### config.mk
export PLATFORM = sky130hd
export DESIGN_NAME = sram_controller
export DESIGN_NICKNAME = d
export VERILOG_FILES = /design/src/rtl/sram_controller_pkg.sv /design/src/rtl/sram_controller.sv
export SDC_FILE = /design/constraint.sdc
export NUM_CORES = 1
export LEC_CHECK = 0
export ABC_CLOCK_PERIOD_IN_PS = 2230
export BUFFER_PORTS_ARGS = -buffer_cell sky130_fd_sc_hd__buf_4
export CORE_MARGIN = 5
export CORE_UTILIZATION = 40
export CTS_CLUSTER_SIZE = 8
export DETAILED_ROUTE_END_ITERATION = 8
export PLACE_DENSITY_LB_ADDON = 0.08
export SETUP_SLACK_MARGIN = 0.05
export SLEW_MARGIN = 20
export SYNTH_ARGS = -nofsm -noshare
export SYNTH_HDL_FRONTEND = slang
export SYNTH_SLANG_ARGS = --single-unit
### constraint.sdc
create_clock -name clk -period 2.23 [get_ports clk]
set_clock_uncertainty 0.2 [all_clocks]
set_input_delay 0 -clock clk [delete_from_list [all_inputs] [get_ports clk]]
set_output_delay 0 -clock clk [all_outputs]
set_load 0.005 [all_outputs]
### src/rtl/sram_controller_pkg.sv
// Definitions shared by the SRAM controller, the MEM stage and the SRAM model.
package sram_controller_pkg;

    localparam int DATA_MEM_BASE = 1024;
    localparam int SRAM_WORD_W   = 16;

    typedef enum logic [2:0] {
        IDLE,
        RD_LO,
        RD_HI,
        WR_LO,
        WR_HI,
        DONE
    } state_t;

endpackage

### src/rtl/sram_controller.sv
// Two-half-access bridge from the 32-bit MEM stage to a 16-bit async SRAM.
//
// state | meaning
// ------+-------------------------------------------------------------
// IDLE  | no transfer; accepts a store (priority) or a load
// RD_LO | low half read held on the pins, captured on its last cycle
// RD_HI | high half read held on the pins, captured on its last cycle
// WR_LO | low half driven; we_n low except the final recovery cycle
// WR_HI | high half driven; we_n low except the final recovery cycle
// DONE  | one-cycle completion, ready high so the pipeline advances
module sram_controller
    import sram_controller_pkg::*;
#(
    parameter int BASE_ADDR     = DATA_MEM_BASE,
    parameter int ACCESS_CYCLES = 2,
    parameter int SRAM_ADDR_W   = 18
) (
    input  logic                   clk,
    input  logic                   rst,
    input  logic                   mem_r_en,
    input  logic                   mem_w_en,
    input  logic [31:0]            address,
    input  logic [31:0]            write_data,
    output logic [31:0]            read_data,
    output logic                   ready,
    output logic [SRAM_ADDR_W-1:0] sram_addr,
    input  logic [SRAM_WORD_W-1:0] sram_dq_in,
    output logic [SRAM_WORD_W-1:0] sram_dq_out,
    output logic                   sram_dq_oe,
    output logic                   sram_we_n
);

    localparam int   CNT_W        = (ACCESS_CYCLES > 1) ? $clog2(ACCESS_CYCLES) : 1;
    localparam logic HAS_RECOVERY = (ACCESS_CYCLES > 1);

    state_t                 state, state_next;
    logic [CNT_W-1:0]       cnt;
    logic                   last;
    logic                   in_access;
    logic [31:0]            offset;
    logic [SRAM_ADDR_W-2:0] word_q;
    logic [31:0]            wdata_q;
    logic                   unused_offset_bits;

    // Byte offset from the SRAM window base; wraps modulo 2^32 by design.
    assign offset             = address - 32'(BASE_ADDR);
    assign unused_offset_bits = ^{offset[31:SRAM_ADDR_W+1], offset[1:0]};

    assign last      = (cnt == CNT_W'(ACCESS_CYCLES - 1));
    assign in_access = (state == RD_LO) || (state == RD_HI) ||
                       (state == WR_LO) || (state == WR_HI);

    // State register and per-state wait counter, restarted on every state change.
    always_ff @(posedge clk) begin
        if (rst) begin
            state <= IDLE;
            cnt   <= '0;
        end else begin
            state <= state_next;
            if (state_next != state || !in_access)
                cnt <= '0;
            else
                cnt <= cnt + CNT_W'(1);
        end
    end

    // Request latches on acceptance and load-data capture at the end of each half.
    always_ff @(posedge clk) begin
        if (rst) begin
            word_q    <= '0;
            wdata_q   <= '0;
            read_data <= '0;
        end else begin
            if (state == IDLE && (mem_w_en || mem_r_en))
                word_q <= offset[SRAM_ADDR_W:2];
            if (state == IDLE && mem_w_en)
                wdata_q <= write_data;
            if (state == RD_LO && last)
                read_data[15:0] <= sram_dq_in;
            if (state == RD_HI && last)
                read_data[31:16] <= sram_dq_in;
        end
    end

    // Next-state decode and SRAM pin drive.
    always_comb begin
        state_next  = state;
        ready       = 1'b0;
        sram_addr   = '0;
        sram_dq_out = '0;
        sram_dq_oe  = 1'b0;
        sram_we_n   = 1'b1;
        case (state)
            IDLE: begin
                ready = !(mem_r_en || mem_w_en);
                if (mem_w_en)
                    state_next = WR_LO;
                else if (mem_r_en)
                    state_next = RD_LO;
            end
            RD_LO: begin
                sram_addr = {word_q, 1'b0};
                if (last)
                    state_next = RD_HI;
            end
            RD_HI: begin
                sram_addr = {word_q, 1'b1};
                if (last)
                    state_next = DONE;
            end
            WR_LO: begin
                sram_addr   = {word_q, 1'b0};
                sram_dq_out = wdata_q[15:0];
                sram_dq_oe  = 1'b1;
                sram_we_n   = last & HAS_RECOVERY;
                if (last)
                    state_next = WR_HI;
            end
            WR_HI: begin
                sram_addr   = {word_q, 1'b1};
                sram_dq_out = wdata_q[31:16];
                sram_dq_oe  = 1'b1;
                sram_we_n   = last & HAS_RECOVERY;
                if (last)
                    state_next = DONE;
            end
            DONE: begin
                ready      = 1'b1;
                state_next = IDLE;
            end
            default: state_next = IDLE;
        endcase
    end

endmodule

==> key figures <==
Run status
  • Status: complete, no violations

Global routing
  • First-pass GRT wire length: 17800 um
  • Gr usage total: 0.193
  • Total grt overflow: 0
  • Number of global-route vias before repair: 3682
  • Antenna violations before repair: 0
  • Largest net degree at the start of global routing: between 80 and 90

Synth
  • Synth top area cells: dfxtp_1 48%, nand2_1 14%, a21oi_1 12%, a22o_1 4.0%, and2_1 3.0%
  • Mean post-synth cell area: roughly 8.0 sq um
  • Syn Inst Count: about 440
  • Seq cells post-synth: 85
  • Cell Area, Synth: about 0.0035 sq mm
  • Ys Warns: 0
  • Post-synth EDFFs: 0
  • Post-synth cell types: 38
  • Sequential area share after synthesis: 0.482
  • Prevailing post-synth register cell: dfxtp_1
  • Post-synth ARST share: 0
  • Area leader, netlist: dfxtp_1
  • Synth top area share: 0.482
  • Syn nets: about 530

Power and ir drop
  • Clock power frac: 0.252
  • Comb power frac: 0.309
  • Internal power: between 2 and 3 mW
  • P per Cell Area: approximately 760 mW/mm^2
  • NetSw: roughly 1.3 mW
  • Standby leakage power: 2.32 nW
  • Sw frac: 0.312
  • Max rail drop VDD: approximately 0.36 mV
  • Seq pwr share: 0.439

Floorplanning
  • Initial core utilization: 0.407
  • Core area: ~0.0087 sq mm
  • Die X: just over 100 um
  • Top Ports: between 150 and 200
  • Row count: 34
  • Die Area: 0.0108 sq mm
  • Chip Height: roughly 100 um

Clock tree
  • Setup bufs post-CTS: 0
  • Clock Path Buffers: 2
  • CTS buffer count: 9
  • Clk sinks: 85
  • Root buf cell: clkbuf_8
  • H-tree depth: 3
  • Clk_lat worst skew: around 0.33 ns
  • CTS tree: yes
  • Worst-path clk slew: ~0.08 ns

Place
  • PortBufs: approximately 140
  • Final GP Congestion: between 0.8 and 0.9
  • DP HPWL: around 6600 um

Setup path
  • CP Data Required Time: between 2 and 2.5 ns
  • CP max FO: 13
  • Critical Path End Type: output port
  • CP Class: reg2out
  • CP Launch Type: register
  • Worst Path Arrival: 1.87 ns

Flow run
  • Max-cap violations: 0

STA
  • Tcrit/Tclk final: 0.928
  • Slew Viols, Final: 0
  • Actual slew at the worst max-slew pin: 0.920 ns
  • Setup-failing EPs final: 0
  • Final hold vios: 0
  • Max-slew headroom: 0.387
  • Minimum clock period: between 2 and 2.5 ns
  • F_max: between 400 and 500 MHz
  • Setup TNS: 0 ns
  • RSZ-0062 raised after global routing: no

Detailed routing
  • DR WL/cell: ~14 um
  • DRT antenna net count: 0
  • First-pass iteration count of the detailed router: 4
  • Via count: 3758
  • DRC: 0
  • Initial DRC Count: about 150
  • Total Routed Length: 10700 um
  • Drt via density: approximately 5.0

Layout
  • Layout Nets: ~730
  • Synthesis-to-layout area growth: 58.7%
  • Layout cells sized above 1: 0.283
  • Antenna diodes: 0
  • Util after Layout: 0.646
  • FILL cells: ~750
  • Most frequent cells in the layout: 154 x buf_4, 129 x nand2_1, 82 x a21oi_1, 82 x dfxtp_1, 70 x dlygate4sd3_1
  • Commonest non-fill, non-tap cell in the layout: buf_4

Worst hold path
  • Worst Hold Class: in2reg
[final timing paths]
path,start,end,slack [ns],depth (start not counted)
hold / removal,rst,state[2],0.09,2
setup / recovery,state[2],sram_dq_out[8],0.16,5
setup reg to reg,state[1],wdata_q[16],0.38,4
hold reg to reg,read_data[17],read_data[17],0.26,2
[kinds of logic after synthesis]
| family | count (synthesis) | synth area share |
|---|---|---|
| buf+inv | 42 | 0.0510 |
| xor+xnor | 3 | 0.00744 |
| simple gates | 185 | 0.243 |
| fa+ha+maj | 1 | 0.00354 |
| compound gates | 127 | 0.214 |
| flops | 85 | 0.482 |
[registers in the layout (all words and copies together), names as in the netlist]
signal and cells:
read_data 32, state 3, wdata_q 32, cnt 1
word_q 17
[critical path: stages (launching register included)]
cell and delay (ns):
dfxtp_2 0.51, buf_4 0.21, and3b_1 0.26, buf_4 0.22, a22o_1 0.20, buf_4 0.14
[power groups by stage]
stage / combinational [mW] / clock, mW / sequential, mW
after detailed placement: 1.21 / 0 / 1.90
after CTS: 1.31 / 1.11 / 1.87
after global placement: 1.18 / 0 / 1.89
after floorplan: 0.715 / 0 / 1.84
after global routing: 1.46 / 1.17 / 1.90
final: 1.32 / 1.07 / 1.87
[timing repair]
action	in CTS	in global routing
hold endpoints to repair	82	0
endpoints found under the setup margin	29	11
hold buffers	70	0
pin swaps	0	0
gates resized for setup	2	2
[cell type report]
type | instances | area (sq um) | share of cell area
timing repair buffer | 224 | 1860 | 0.331
sequential | 85 | 1710 | 0.304
multi-input combinational | 316 | 1700 | 0.303
clock buffer | 12 | 145 | 0.0259
tap | 108 | 135 | 0.0241
clock inverter | 4 | 47.5 | 0.00848
inverter | 5 | 18.8 | 0.00335
[Yosys cell counts (5+ instances only)]
| library cell | number |
|---|---|
| nand2_1 | 129 |
| dfxtp_1 | 85 |
| a21oi_1 | 82 |
| clkbuf_1 | 19 |
| and2_1 | 17 |
| a22o_1 | 16 |
| buf_2 | 15 |
| o21ai_0 | 11 |
| nand3_1 | 8 |
| or3_1 | 6 |
| a211oi_1 | 5 |
| a311oi_1 | 5 |
| inv_1 | 5 |
| nor2_1 | 5 |
[layer usage]
metal	vias to the layer above	global-route usage	share of wire
li1	1904	-	-
met1	1736	0.248	0.46
met2	106	0.322	0.48
met3	12	0.0435	0.052
met4	0	0.0583	0.011
met5	-	0	0
[metrics by stage]
step | hold slack [ns] | instance area, sq um | setup slack, ns | cells | power [mW]
global placement | 0.0352 | 4710 | 0.350 | 668 | 3.07
floorplan | -0.103 | 3530 | 0.503 | 443 | 2.55
CTS | 0.0755 | 5600 | 0.0777 | 754 | 4.29
detailed placement | 0.0395 | 4710 | 0.265 | 668 | 3.10
finish | 0.0884 | 5610 | 0.159 | 754 | 4.26
global route | 0.104 | 5610 | 0.0646 | 754 | 4.53
(Power assumes the default switching activity.)
